<file path="src/rtl/shift_operand_decoder.sv">
// Operand-2 front end for the data-processing path.
// Decodes the immediate-rotate, immediate-shift and register-shift forms of
// operand 2, fetches Rs for register-specified shifts, and hands the barrel
// shifter a canonical request in which every zero-amount special case has
// already been resolved.
module shift_operand_decoder #(
    parameter int RS_LATENCY = 1
) (
    input  logic        i_clk,
    input  logic        i_rst_n,
    input  logic        i_valid,
    output logic        o_ready,
    input  logic        i_imm,
    input  logic [11:0] i_operand2,
    input  logic [31:0] i_rm_data,
    input  logic        i_carry,
    input  logic        i_flush,
    output logic        o_rs_rd,
    output logic [3:0]  o_rs_addr,
    input  logic [31:0] i_rs_data,
    output logic        o_valid,
    input  logic        i_ready,
    output logic [31:0] o_shift_op,
    output logic [2:0]  o_shift_type,
    output logic [7:0]  o_shift_amount,
    output logic        o_shift_carry
);

    // The capture state assumes Rs arrives exactly one cycle after the strobe.
    if (RS_LATENCY != 1) begin : g_rs_latency_check
        $error("shift_operand_decoder: only RS_LATENCY = 1 is supported");
    end

    localparam logic [2:0] SH_LSL    = 3'd0;
    localparam logic [2:0] SH_LSR    = 3'd1;
    localparam logic [2:0] SH_ASR    = 3'd2;
    localparam logic [2:0] SH_ROR    = 3'd3;
    localparam logic [2:0] SH_RRX    = 3'd4;
    localparam logic [2:0] SH_BYPASS = 3'd7;

    typedef enum logic [1:0] {
        ST_IDLE   = 2'd0,
        ST_RS_RD  = 2'd1,
        ST_RS_CAP = 2'd2,
        ST_OUT    = 2'd3
    } state_t;

    typedef struct packed {
        logic [31:0] op;
        logic [2:0]  kind;
        logic [7:0]  amount;
        logic        carry;
    } shift_req_t;

    localparam shift_req_t REQ_RESET = '{op: 32'd0, kind: SH_BYPASS, amount: 8'd0, carry: 1'b0};

    // Immediate-rotate and immediate-shift forms: everything is known at accept.
    function automatic shift_req_t decode_static(
        input logic        imm,
        input logic [11:0] op2,
        input logic [31:0] rm,
        input logic        c
    );
        shift_req_t r;
        r.op     = rm;
        r.kind   = SH_BYPASS;
        r.amount = 8'd0;
        r.carry  = c;
        if (imm) begin
            r.op = {24'd0, op2[7:0]};
            if (op2[11:8] == 4'd0) begin
                r.kind   = SH_BYPASS;
                r.amount = 8'd0;
            end else begin
                r.kind   = SH_ROR;
                r.amount = {3'd0, op2[11:8], 1'b0};
            end
        end else if (op2[11:7] == 5'd0) begin
            // A zero shift field encodes the architectural special cases.
            case (op2[6:5])
                2'd0: begin r.kind = SH_BYPASS; r.amount = 8'd0;  end
                2'd1: begin r.kind = SH_LSR;    r.amount = 8'd32; end
                2'd2: begin r.kind = SH_ASR;    r.amount = 8'd32; end
                2'd3: begin r.kind = SH_RRX;    r.amount = 8'd1;  end
                default: begin r.kind = SH_BYPASS; r.amount = 8'd0; end
            endcase
        end else begin
            r.kind   = {1'b0, op2[6:5]};
            r.amount = {3'd0, op2[11:7]};
        end
        return r;
    endfunction

    // Register-shift form, evaluated once the low byte of Rs is available.
    function automatic shift_req_t decode_reg(
        input logic [1:0]  sh,
        input logic [7:0]  amt,
        input logic [31:0] rm,
        input logic        c
    );
        shift_req_t r;
        r.op     = rm;
        r.kind   = SH_BYPASS;
        r.amount = 8'd0;
        r.carry  = c;
        if (amt == 8'd0) begin
            r.kind   = SH_BYPASS;
            r.amount = 8'd0;
        end else if (sh != 2'd3) begin
            r.kind   = {1'b0, sh};
            r.amount = amt;
        end else if (amt[4:0] == 5'd0) begin
            // Rotate by a non-zero multiple of 32: value unchanged, carry is bit 31.
            r.kind   = SH_BYPASS;
            r.amount = 8'd0;
            r.carry  = rm[31];
        end else begin
            r.kind   = SH_ROR;
            r.amount = {3'd0, amt[4:0]};
        end
        return r;
    endfunction

    state_t      state_r,   state_next_s;
    logic        valid_r,   valid_next_s;
    logic        rs_rd_r,   rs_rd_next_s;
    logic [3:0]  rs_addr_r, rs_addr_next_s;
    shift_req_t  req_r,     req_next_s;
    logic [31:0] rm_r,      rm_next_s;
    logic        carry_r,   carry_next_s;
    logic [1:0]  sh_r,      sh_next_s;

    logic        accept_s;
    logic        reg_form_s;
    shift_req_t  static_req_s;
    logic        unused_rs_hi_s;

    assign o_ready = ~i_flush & ((state_r == ST_IDLE) | ((state_r == ST_OUT) & i_ready));
    assign accept_s       = i_valid & o_ready;
    assign reg_form_s     = ~i_imm & i_operand2[4];
    assign static_req_s   = decode_static(i_imm, i_operand2, i_rm_data, i_carry);
    assign unused_rs_hi_s = ^i_rs_data[31:8];

    assign o_valid        = valid_r;
    assign o_rs_rd        = rs_rd_r;
    assign o_rs_addr      = rs_addr_r;
    assign o_shift_op     = req_r.op;
    assign o_shift_type   = req_r.kind;
    assign o_shift_amount = req_r.amount;
    assign o_shift_carry  = req_r.carry;

    // Next-state and next-output logic; loading a request from OUT behaves as from IDLE.
    always_comb begin
        state_next_s   = state_r;
        valid_next_s   = valid_r;
        rs_rd_next_s   = 1'b0;
        rs_addr_next_s = rs_addr_r;
        req_next_s     = req_r;
        rm_next_s      = rm_r;
        carry_next_s   = carry_r;
        sh_next_s      = sh_r;
        if (i_flush) begin
            state_next_s = ST_IDLE;
            valid_next_s = 1'b0;
        end else begin
            case (state_r)
                ST_IDLE: begin
                    if (accept_s) begin
                        state_next_s   = reg_form_s ? ST_RS_RD : ST_OUT;
                        valid_next_s   = ~reg_form_s;
                        rs_rd_next_s   = reg_form_s;
                        rs_addr_next_s = reg_form_s ? i_operand2[11:8] : rs_addr_r;
                        req_next_s     = reg_form_s ? req_r : static_req_s;
                        rm_next_s      = i_rm_data;
                        carry_next_s   = i_carry;
                        sh_next_s      = i_operand2[6:5];
                    end else begin
                        state_next_s = ST_IDLE;
                        valid_next_s = 1'b0;
                    end
                end
                ST_RS_RD: begin
                    state_next_s = ST_RS_CAP;
                    valid_next_s = 1'b0;
                end
                ST_RS_CAP: begin
                    state_next_s = ST_OUT;
                    valid_next_s = 1'b1;
                    req_next_s   = decode_reg(sh_r, i_rs_data[7:0], rm_r, carry_r);
                end
                ST_OUT: begin
                    if (!i_ready) begin
                        state_next_s = ST_OUT;
                        valid_next_s = 1'b1;
                    end else if (accept_s) begin
                        state_next_s   = reg_form_s ? ST_RS_RD : ST_OUT;
                        valid_next_s   = ~reg_form_s;
                        rs_rd_next_s   = reg_form_s;
                        rs_addr_next_s = reg_form_s ? i_operand2[11:8] : rs_addr_r;
                        req_next_s     = reg_form_s ? req_r : static_req_s;
                        rm_next_s      = i_rm_data;
                        carry_next_s   = i_carry;
                        sh_next_s      = i_operand2[6:5];
                    end else begin
                        state_next_s = ST_IDLE;
                        valid_next_s = 1'b0;
                    end
                end
                default: begin
                    state_next_s = ST_IDLE;
                    valid_next_s = 1'b0;
                end
            endcase
        end
    end

    // State, captured operands and registered outputs.
    always_ff @(posedge i_clk) begin
        if (!i_rst_n) begin
            state_r   <= ST_IDLE;
            valid_r   <= 1'b0;
            rs_rd_r   <= 1'b0;
            rs_addr_r <= 4'd0;
            req_r     <= REQ_RESET;
            rm_r      <= 32'd0;
            carry_r   <= 1'b0;
            sh_r      <= 2'd0;
        end else begin
            state_r   <= state_next_s;
            valid_r   <= valid_next_s;
            rs_rd_r   <= rs_rd_next_s;
            rs_addr_r <= rs_addr_next_s;
            req_r     <= req_next_s;
            rm_r      <= rm_next_s;
            carry_r   <= carry_next_s;
            sh_r      <= sh_next_s;
        end
    end

endmodule

</file>
<file path="config.mk">
export PLATFORM = sky130hd
export DESIGN_NAME = shift_operand_decoder
export DESIGN_NICKNAME = d
export VERILOG_FILES = /design/src/rtl/shift_operand_decoder.sv
export SDC_FILE = /design/constraint.sdc
export NUM_CORES = 1
export LEC_CHECK = 0
export ABC_AREA = 1
export ABC_CLOCK_PERIOD_IN_PS = 1590
export BUFFER_PORTS_ARGS = -buffer_cell sky130_fd_sc_hd__buf_2
export CORE_AREA = 2 2 70 138
export DETAILED_ROUTE_END_ITERATION = 10
export DIE_AREA = 0 0 72 140
export PLACE_DENSITY = 0.73
export SYNTH_ARGS = -nofsm -noshare
export SYNTH_HDL_FRONTEND = slang
export SYNTH_SLANG_ARGS = --single-unit
</file>
<file path="constraint.sdc">
create_clock -name i_clk -period 1.59 [get_ports i_clk]
set_clock_uncertainty 0.1 [all_clocks]
set_input_delay 0.0795 -clock i_clk [delete_from_list [all_inputs] [get_ports i_clk]]
set_output_delay 0.0795 -clock i_clk [all_outputs]
set_load 0.005 [all_outputs]
</file>
Yosys cells after proc, flatten, opt, wreduce, memory -nomap -nowiden

Index checks and enable logic that the tools add are counted.

Reductions and logical operators: 11
Muxes and demuxes: 38
Equality and inequality tests: 8
Bitwise logic cells: 9

Operators with widths:

| operator             | count |
|---|---|
| $mux W44             | 3 |
| $pmux W44 S3         | 1 |
| $mux W32             | 3 |
| $mux W11             | 6 |
| $pmux W32 S2         | 1 |
| $pmux W11 S4         | 1 |
| $mux W4              | 3 |
| $logic_not A5 Y1     | 2 |
| $mux W2              | 5 |
| $mux W1              | 9 |
| $eq A2 B2 Y1 const B | 4 |
| $logic_not A8 Y1     | 1 |
| $pmux W2 S4          | 1 |
| $pmux W4 S2          | 1 |
| $reduce_and A3 Y1    | 2 |
| $and A1 B1 Y1        | 4 |
| $eq A2 B1 Y1 const B | 2 |
| $logic_not A2 Y1     | 2 |
| $logic_not A4 Y1     | 1 |
| $ne A2 B2 Y1 const B | 2 |
| $not A1 Y1           | 4 |
| $pmux W1 S2          | 2 |
| $pmux W1 S4          | 1 |
| $pmux W2 S2          | 1 |
| 4 further kinds      | 4 |

Logic and storage cells: 77
Output and inout bits: 51
Register bits after elaboration: 87
Input port bits: 83

Depth between registers and ports, before layout

Gate-level depths: netlist (run 1).

Word-level depth: 8
Depth in mapped cells: 12
Gate-level depth less buffers: 11

Worst setup path before layout (run 1)

OpenSTA, ideal clock, no wires.

Path kind: register to register
Start point: register state_r[0]
End point: register req_r, in the netlist o_shift_op[5]
Period minus slack after synthesis: 1.693 ns
Arrival time: 1.480 ns
Stages on the path, launching flop included: 11
Path buffers: 2
Library setup time: 0.113 ns
Data required time: 1.377 ns
Path slack: -0.103 ns
Cell sequence: dfxtp_1 -> inv_1 -> ha_1 -> inv_2 -> buf_2 -> clkbuf_1 -> nand3_1 -> o21ai_0 -> nand2_1 -> nand2_1 -> nor2_1

Longest elaborated chain between the ends: 8
Elaborated cells between the ends (all ways): 13

RTL lines:

| what                   | RTL line | source |
|---|---|---|
| start, declared        | 124      | `state_t state_r, state_next_s;` |
| start signal, assigned | 229      | `state_r <= state_next_s;` |
| $eq A2 B2 Y1           | 138, 166 |  |
| $and A1 B1 Y1          | 138      | `assign o_ready = ~i_flush & ((state_r == ST_IDLE) \| ((state_r == ST_OUT) & i_ready));` |
| $or A1 B1 Y1           | 138      |  |
| $and A1 B1 Y1          | 138      |  |
| $and A1 B1 Y1          | 139      | `assign accept_s = i_valid & o_ready;` |
| $mux W44 (2 in series) | n/a      |  |
| $pmux W44 S3           | 166      | `case (state_r)` |
| end signal, assigned   | 233      | `req_r <= req_next_s;` |
| end, declared          | 128      | `shift_req_t req_r, req_next_s;` |

Parallel ways exist; a longest one is shown, timed or not. The select of a mux whose other input is x is not followed.
A chain may end at the register's enable or synchronous reset.

Worst setup path after layout (run 1)

Start point: register state_r[0]
End point: register rm_r[26]

Longest elaborated chain between the ends: 8
Elaborated cells between the ends (all ways): 12

RTL lines:

| what                   | RTL line | source |
|---|---|---|
| $eq A2 B2 Y1           | 138, 166 |  |
| $and A1 B1 Y1          | 138      |  |
| $or A1 B1 Y1           | 138      |  |
| $and A1 B1 Y1          | 138      |  |
| $and A1 B1 Y1          | 139      |  |
| $mux W32 (2 in series) | n/a      |  |
| $pmux W32 S2           | 166      |  |
| end signal, assigned   | 234      | `rm_r <= rm_next_s;` |
| end, declared          | 129      | `logic [31:0] rm_r, rm_next_s;` |

Parallel ways exist; a longest one is shown, timed or not. The select of a mux whose other input is x is not followed.

==> impl_metrics.csv, run 1 <==
group,metric,value,unit
cts,cts.path.max_buffers,2,
worst_setup_path,arrival,1.91,ns
floorplan,initial_core_util,43.5,%
logic_synthesis,synth_mux_area_share,0,%
logic_synthesis,synth-compound-area-share,18.5,%
logic_synthesis,yosys.area.top_type_share,44.4,%
logic_synthesis,synth_area,3920,um2
routing,ant_nets,0,
worst_hold_path,hold_end,"o_rs_addr[2]",
floorplan,die-area,10100,um2
timing,hold_viol,0,
cts,clkTransAtPathRegs,0.06,ns
run_status,status,"finished, violations left",
logic_synthesis,ys_seq_area_share,44.4,%
cts,cts_buffers,9,
pwr,power_leakage,2.80,nW
floorplan,die_x,72,um
final_layout,finalNonFillerCells,839,
worst_hold_path,hold_depth,5,
logic_synthesis,yosys.area_share.adder,1.91,%
floorplan,coreArea,9010,um2
final_layout,design_area,6090,um2
logic_synthesis,synth_cell_type_count,26,
final_layout,antennaDiodeCount,0,
logic_synthesis,synth-async-reset-ratio,0,%
logic_synthesis,synthTopCellsByCount,"nor2_1, o21ai_0, dfxtp_1",
pwr,finalPower,0.00569,W
worst_setup_path,r2r-start,"state_r[0]",
worst_setup_path,regToRegEndpoint,"rm_r[26]",
final_layout,fin_util,67.5,%
global_route,antenna_found_initial,0,
run_status,violations,"setup timing",
worst_hold_path,hold_class,"input pin to flop",
final_layout,final_nets,821,
place,numPortBuffers,109,
floorplan,num_io_pins,134,
run,cap_viol_max_count,0,
global_route,grt_pass1_vias,4410,
logic_synthesis,yosys_register_bits,87,
worst_setup_path,cp.required,1.76,ns
logic_synthesis,yosysMostFrequentCell,"nor2_1",
worst_setup_path,reg2regPathDepth,10,
final_layout,fill_cells,701,
cts,root_buffer,"clkbuf_16",
routing,wl_per_cell,15.3,um
cts,htree_levels,3,
place,hpwl,8280,um
logic_synthesis,synth_cells,566,
place,gp_congestion,0.843,
logic_synthesis,yosysTopAreaCell,"dfxtp_1",
timing,setup_viol,83,
logic_synthesis,yosys_warnings,0,
cts,clkSinkCount,87,
worst_hold_path,min_from,"i_operand2[10]",
worst_setup_path,critPathKind,"flop to flop",
routing,route.detailed.drc,0,
cts,tritoncts,"built",
logic_synthesis,synth_fp_nets,655,
logic_synthesis,yosys-top-cells-area,"dfxtp_1, nor2_1, o21ai_0",
place,dp_cells,770,
floorplan,dieHeight,140,um
global_route,grt_usage,25.3,%
routing,avgViaCountPerCell,5.24,
routing,drt-initial-drc-count,197,
worst_setup_path,start_kind,"flop",
global_route,grt_pass1_wl,19900,um
timing,max_clock_freq,576,MHz
pwr,p_per_area,936,nW/um2
routing,detail_route.first_pass.iterations,4,
final_layout,area.growth.synth_to_final,55.2,%
logic_synthesis,synth_xor_area_share,0,%
worst_setup_path,cp-end-kind,"flop",
timing,worst_pin_slew,0.588,ns
timing,rsz0062_at_grt,"true",
pwr,ir_worst_vdd,574,uV
worst_setup_path,crit_path_max_fanout,8,
timing,timing.final.crit_share,109,%
timing,min_period,1.73,ns
routing,drt-total-wl,12800,um
logic_synthesis,synth_top_family_by_area,"simple AND/OR/NAND/NOR gates",
worst_setup_path,reg2reg_slack,-0.14,ns
logic_synthesis,avgSynthCellArea,6.93,um2
global_route,grt_max_degree,47,
logic_synthesis,synth_flop_cell,"dfxtp_1",
routing,vias,4399,
logic_synthesis,synth_edf_count,0,
timing,layout_setup_ws,-0.145,ns
place,dpl_cell_area,4750,um2
timing,fin_hold_ws,0.00913,ns
timing,relSlewSlack,60.8,%
global_route,grt-ovfl-total,0,
timing,maxSlewViolCount,0,
floorplan,fp-row-count,49,
logic_synthesis,yosys.area_share.simple,25.9,%
final_layout,drive_gt1_share,35.8,%
cts,insertion_delay,0.34,ns
-- layout make-up --
| cell class | count | area, um2 | share of cell area (%) |
|---|---|---|---|
| Clock inverter | 4 | 53.8 | 0.884 |
| Timing Repair Buffer | 190 | 1480 | 24.3 |
| Inverter | 50 | 205 | 3.37 |
| Tap cell | 102 | 128 | 2.10 |
| Multi-Input combinational cell | 394 | 2210 | 36.3 |
| Clock buffer | 12 | 256 | 4.21 |
| Sequential cell | 87 | 1750 | 28.7 |
-- placed cells by master, fill, tap and decap left out, types with 3 or more instances in the layout --
cell / count
inv_1: 41
buf_12: 11
buf_4: 19
a31oi_1: 4
inv_2: 4
nand2_2: 10
nand2_1: 72
nand2_4: 5
o21ai_1: 13
a22o_1: 8
ha_4: 3
buf_2: 109
a21oi_2: 4
o21ai_2: 35
nor2_1: 119
nor3_4: 3
dfxtp_1: 85
inv_4: 3
nand3_1: 16
nor2_2: 11
buf_6: 8
o21ai_0: 40
clkbuf_16: 10
nand4_1: 3
nor2_4: 7
a21oi_1: 26
dlygate4sd3_1: 38
-- worst max-delay path, stage by stage (launching register included) --
cell and delay [ns]:
dfxtp_4 0.40, ha_4 0.18, inv_4 0.05, nor2_4 0.16, buf_6 0.13, nor2_4 0.04
nand2_4 0.12, buf_6 0.15, buf_12 0.14, o21ai_2 0.06, a21oi_1 0.14
-- metal layers --
layer / global-route usage (%) / up-vias / wire [um]
met1: 25.3 / 2058 / 4490
met2: 47.6 / 145 / 7230
li1: - / 2157 / -
met4: 14.6 / 0 / 598
met5: 0 / - / 0
met3: 3.81 / 39 / 496
-- logic make-up (layout without fill, tap and decap cells) --
family,Yosys count,in the layout
simple gates,252,252
compound gates,136,136
flops,87,87
buf+inv,85,256
fa+ha+maj,6,6
-- flip-flops by register name, summed over array words and instances, names as in the netlist --
register	flops
o_shift_carry	1
carry_r	1
sh_r	2
o_rs_rd	1
o_valid	1
state_r	2
o_shift_amount	8
o_rs_addr	4
rm_r	32
o_shift_op	32
o_shift_type	3
-- metrics by stage --
stage | setup TNS, ns | setup slack (ns)
after floorplan | 0 | 0.00399
after global placement | -5.36 | -0.143
after detailed placement | -11.15 | -0.246
after CTS | -4.37 | -0.116
after global routing | -11.40 | -0.193
final | -6.49 | -0.145
-- worst max path at each step --
stage          startpoint              to  slack, ns  depth (start not counted)
6_report       state_r[0]        rm_r[26]      -0.14                         10
5_1_grt        state_r[0]        rm_r[26]      -0.19                         10
4_1_cts        state_r[1]  o_shift_op[22]      -0.12                         12
3_5_place_dp   state_r[0]  o_shift_op[23]      -0.25                          8
3_3_place_gp   state_r[0]  o_shift_op[22]      -0.14                          8
2_1_floorplan  state_r[0]  o_shift_op[10]      0.004                          9
-- what timing repair did --
item                                   in CTS  in global routing
gates resized for setup                   114                 65
pin swaps                                  18                 24
setup endpoints to repair                  83                 84
gates cloned                                4                  2
setup buffers                               6                  4
hold buffers                               38                  0
endpoints found under the hold margin      38                  0
-- power breakdown --
part | internal (W) | leakage [nW] | total [W] | switching (W)
registers | 0.00232 | 0.714 | 0.00240 | 0.0000759
clock network | 0.00131 | 0.145 | 0.00217 | 0.000862
logic | 0.000529 | 1.95 | 0.00113 | 0.000597
total | 0.00416 | 2.80 | 0.00569 | 0.00154
No activity file was read; power rests on OpenSTA's default activity.
==> run 2: changes to the inputs <==
CTS_BUF_LIST = sky130_fd_sc_hd__clkbuf_16   (was unset)
==> impl_metrics.csv, run 2 (synthesis gave the netlist of run 1 again) <==
group,metric,value,unit
floorplan,fp-row-count,49,
routing,route.detailed.drc,0,
run,cap_viol_max_count,0,
worst_setup_path,regToRegEndpoint,"o_shift_op[19]",
worst_setup_path,start_kind,"flop",
final_layout,multiInputGateArea,2080,um2
worst_setup_path,reg2reg_slack,-0.16,ns
timing,max_clock_freq,572,MHz
worst_setup_path,cp.required,1.72,ns
worst_setup_path,crit_start,"state_r[1]",
cts,insertion_delay,0.34,ns
floorplan,initial_core_util,43.5,%
floorplan,die-area,10100,um2
worst_setup_path,arrival,1.87,ns
routing,ant_nets,0,
floorplan,num_io_pins,134,
floorplan,dieHeight,140,um
place,pre_cts_ws,-0.246,ns
final_layout,fin_util,64.9,%
timing,worst_pin_slew,0.508,ns
final_layout,finalNonFillerCells,834,
floorplan,coreArea,9010,um2
place,numPortBuffers,109,
timing,maxSlewViolCount,0,
pwr,power_leakage,2.70,nW
final_layout,final_nets,816,
final_layout,area.growth.synth_to_final,49.2,%
pwr,clkPwrFrac,37.4,%
cts,root_buffer,"clkbuf_16",
final_layout,drive_gt1_share,30.5,%
timing,min_period,1.75,ns
pwr,comb_power_share,19.0,%
timing,setup_viol,82,
cts,clkSinkCount,87,
worst_setup_path,endpoint,"o_shift_op[19]",
final_layout,seqCellArea,1750,um2
cts,tritoncts,"built",
timing,relSlewSlack,66.2,%
final_layout,final_cell_mix,"nor2_1, buf_2, dfxtp_1, nand2_1, o21ai_0",
cts,cts_buffers,9,
routing,avgViaCountPerCell,5.21,
timing,layout_setup_ws,-0.159,ns
pwr,p_sw,0.00148,W
final_layout,layout_commonest_cell,"nor2_1",
pwr,p_int,0.00401,W
cts,cts.path.max_buffers,2,
pwr,p_per_area,939,nW/um2
worst_hold_path,hold_class,"input pin to flop",
worst_setup_path,cp-end-kind,"flop",
run_status,status,"finished, violations left",
final_layout,antennaDiodeCount,0,
place,gp_congestion,0.843,
cts,htree_levels,3,
place,dp_cells,770,
global_route,grt_max_degree,47,
timing,timing.final.crit_share,110,%
timing,rsz0062_at_grt,"true",
cts,clkTransAtPathRegs,0.06,ns
pwr,p_sw_share,27.0,%
place,hpwl,8280,um
global_route,grt_pass1_vias,4239,
routing,drt-initial-drc-count,223,
timing,hold_viol,0,
global_route,antenna_found_initial,0,
worst_setup_path,crit_path_max_fanout,8,
worst_setup_path,r2r-start,"state_r[1]",
routing,detail_route.first_pass.iterations,5,
pwr,ir_worst_vdd,579,uV
pwr,p_seq_share,43.6,%
routing,vias,4347,
global_route,grt-ovfl-total,0,
routing,wl_per_cell,14.8,um
worst_setup_path,reg2regPathDepth,12,
global_route,grt_usage,24.9,%
routing,drt-total-wl,12300,um
worst_setup_path,critPathKind,"flop to flop",
final_layout,fill_cells,766,
global_route,grt_pass1_wl,19500,um
floorplan,die_x,72,um
worst_hold_path,hold_depth,5,
run_status,violations,"setup timing",
run 2: changes by cell type in the layout (fill, tap and decap cells not counted), moves of 4 or more:
cell	previous run	this run
o21ai_1	13	22
nand2_1	72	76
a21oi_2	4	0
nor2_2	11	7
o21ai_2	35	17
o21ai_0	40	51
nor2_1	119	125
a21oi_1	26	30
run 2: how the worst min path moves through the flow:
stage | start | to
6_report | i_operand2[10] | o_rs_addr[2]
5_1_grt | i_operand2[10] | o_rs_addr[2]
4_1_cts | i_operand2[10] | o_rs_addr[2]
3_5_place_dp | i_rm_data[1] | rm_r[1]
3_3_place_gp | i_rm_data[1] | rm_r[1]
2_1_floorplan | i_flush | o_ready
run 2: metal layers:
metal | GRT usage, % | wire length (um) | vias to the layer above
met5 | 0 | 0 | -
met3 | 4.89 | 457 | 34
met1 | 25.5 | 4390 | 2026
met4 | 13.2 | 479 | 0
met2 | 45.7 | 7020 | 143
li1 | - | - | 2144
run 2: repair_timing:
action / 4_1_cts / 5_1_grt
hold buffers: 38 / 0
cloned: 5 / 1
setup buffers: 2 / 2
pin swaps: 17 / 11
setup endpoints to repair: 83 / 84
endpoints found under the hold margin: 38 / 0
gates resized for setup: 77 / 48
run 2: power by group through the flow:
stage / sequential, W / combinational, W / clock, W
detailed placement: 0.00244 / 0.000802 / 0
global route: 0.00241 / 0.00115 / 0.00217
floorplan: 0.00244 / 0.000452 / 0
finish: 0.00240 / 0.00104 / 0.00206
global placement: 0.00243 / 0.000785 / 0
CTS: 0.00239 / 0.000986 / 0.00207
run 2: layout make-up:
class | count | area share [%]
Clock inverter | 7 | 1.11
Multi-Input combinational cell | 394 | 35.6
Timing Repair Buffer | 185 | 23.9
Inverter | 50 | 3.47
Tap cell | 102 | 2.18
Clock buffer | 9 | 3.85
Sequential cell | 87 | 29.9
run 2: worst max-delay path: stages (launching register included):
cell and delay (ns):
dfxtp_4 0.40, inv_4 0.06, ha_4 0.16, inv_4 0.06, nand2_4 0.05, nand3_4 0.09
nand2_4 0.06, nand3_4 0.15, inv_6 0.07, buf_12 0.14, buf_12 0.13, nor2_2 0.09
nor2_1 0.06
run 2: stage by stage:
stage | instance area, um2 | hold WS (ns) | total power, W | TNS, ns
floorplan | 3950 | 0.0866 | 0.00289 | 0
global placement | 4750 | 0.245 | 0.00322 | -5.36
detailed placement | 4750 | 0.251 | 0.00324 | -11.15
CTS | 5700 | 0.00670 | 0.00545 | -5.17
global route | 5850 | 0.0493 | 0.00573 | -12.20
finish | 5850 | 0.00661 | 0.00549 | -6.40
==> run 3: changes to the inputs <==
BUFFER_PORTS_ARGS = -buffer_cell sky130_fd_sc_hd__buf_4   (was -buffer_cell sky130_fd_sc_hd__buf_2)
==> impl_metrics.csv, run 3 (synthesis gave the netlist of run 1 again) <==
group,metric,value,unit
worst_hold_path,min_from,"i_operand2[11]",
global_route,grt-ovfl-total,0,
timing,timing.final.crit_share,115,%
pwr,power_leakage,3.06,nW
timing,worst_pin_slew,0.596,ns
pwr,p_per_area,845,nW/um2
place,pre_cts_ws,-0.147,ns
timing,hold_viol,0,
global_route,grt_pass1_wl,22300,um
routing,wl_per_cell,18.3,um
pwr,finalPower,0.00579,W
final_layout,finalNonFillerCells,858,
cts,clkSinkCount,87,
pwr,ir_worst_vdd,973,uV
floorplan,die_x,72,um
floorplan,die-area,10100,um2
global_route,grt_usage,28.5,%
floorplan,fp-row-count,49,
worst_setup_path,cp-end-kind,"flop",
routing,drt-total-wl,15700,um
place,numPortBuffers,109,
worst_setup_path,regToRegEndpoint,"o_shift_amount[3]",
floorplan,num_io_pins,134,
final_layout,drive_gt1_share,40.9,%
final_layout,area.growth.synth_to_final,74.7,%
final_layout,final_nets,840,
cts,cts.path.max_buffers,2,
place,dp_cells,769,
worst_setup_path,reg2regPathDepth,9,
timing,maxSlewViolCount,0,
worst_setup_path,critPathKind,"flop to flop",
final_layout,antennaDiodeCount,0,
worst_setup_path,cp_slowest_cell,"dfxtp_4",
routing,vias,4765,
worst_setup_path,arrival,1.95,ns
worst_hold_path,hold_class,"input pin to flop",
timing,setup_viol,84,
timing,min_period,1.82,ns
routing,detail_route.first_pass.iterations,5,
global_route,antenna_found_initial,0,
timing,max_clock_freq,548,MHz
cts,root_buffer,"clkbuf_16",
routing,avgViaCountPerCell,5.55,
run_status,status,"finished, violations left",
worst_setup_path,start_kind,"flop",
cts,cts_buffers,9,
place,dpl_cell_area,4970,um2
worst_setup_path,reg2reg_slack,-0.23,ns
final_layout,layout_commonest_cell,"buf_4",
final_layout,final_cell_mix,"buf_4, nor2_1, dfxtp_1, nand2_1, inv_1",
worst_setup_path,crit_chain,"ha_4, nand2_4, nand2_4, nand3_4, nand2_2, nand3_4, buf_12, o21ai_0, nor2_1",
routing,route.detailed.drc,0,
place,hpwl,8340,um
global_route,grt_max_degree,48,
worst_hold_path,hold_depth,5,
worst_hold_path,hold_end,"o_rs_addr[3]",
worst_setup_path,r2r-start,"state_r[1]",
floorplan,initial_core_util,43.5,%
run_status,violations,"setup timing",
cts,tritoncts,"built",
cts,clkTransAtPathRegs,0.07,ns
worst_setup_path,crit_path_max_fanout,26,
timing,relSlewSlack,60.2,%
timing,layout_setup_ws,-0.234,ns
cts,insertion_delay,0.34,ns
worst_setup_path,cp.required,1.72,ns
place,gp_congestion,0.845,
routing,drt-initial-drc-count,457,
global_route,grt_pass1_vias,4649,
floorplan,dieHeight,140,um
run,cap_viol_max_count,0,
floorplan,coreArea,9010,um2
final_layout,design_area,6850,um2
worst_setup_path,critical-path-max-stage-delay,0.39,ns
cts,htree_levels,3,
timing,rsz0062_at_grt,"true",
routing,ant_nets,0,
final_layout,fin_util,76.0,%
[run 3: worst max-delay path by stage]
stage	slack [ns]	start	endpoint	cells after the start
after detailed placement	-0.15	state_r[0]	o_shift_op[18]	9
after floorplan	0.004	state_r[0]	o_shift_op[10]	9
after global routing	-0.21	state_r[0]	o_shift_amount[3]	9
after CTS	-0.11	state_r[0]	state_r[1]	12
final	-0.23	state_r[1]	o_shift_amount[3]	9
after global placement	-0.11	state_r[0]	o_shift_op[19]	9
[run 3: layer usage]
| metal | share of wire (%) | vias up | routed length [um] | global-route usage, % |
|---|---|---|---|---|
| li1 | - | 2193 | - | - |
| met1 | 33 | 2227 | 5130 | 27.8 |
| met2 | 55 | 257 | 8570 | 51.5 |
| met3 | 6.1 | 88 | 955 | 5.32 |
| met4 | 6.5 | 0 | 1020 | 20.2 |
| met5 | 0 | - | 0 | 0 |
[run 3: power breakdown]
| part | leakage [nW] | internal (W) | switching [W] |
|---|---|---|---|
| registers | 0.714 | 0.00232 | 0.000101 |
| logic | 2.21 | 0.000744 | 0.000706 |
| clock network | 0.134 | 0.00103 | 0.000881 |
[run 3: stage by stage]
step / hold slack (ns) / setup TNS, ns
after global placement: 0.243 / -2.98
after detailed placement: 0.250 / -6.69
after global routing: 0.0672 / -11.66
final: 0.0232 / -7.97
after CTS: 0.0144 / -2.99
after floorplan: 0.0866 / 0
[run 3: layout make-up]
class	count	area, um2
Inverter	50	223
Fill cell	557	2160
Timing Repair Buffer	209	2110
Tap cell	102	128
Clock inverter	7	32.5
Sequential cell	87	1750
Clock buffer	9	225
Multi-Input combinational cell	394	2380
[run 3: worst max-delay path, delay by kind of cell, from the launching register on]
family / cells / cell delay, ns
adders and majority gates: 1 / 0.17
AOI/OAI and AO/OA: 1 / 0.23
DFF: 1 / 0.39
and+or+nand+nor: 6 / 0.60
buffers and inverters: 1 / 0.22
[run 3: repair_timing]
item                                    4_1_cts  5_1_grt
endpoints found under the setup margin       83       86
hold buffers                                 41        0
setup buffers                                13        8
pin swaps                                    31       25
hold endpoints to repair                     42        0
resized for setup                           179       83
cloned                                        9        5
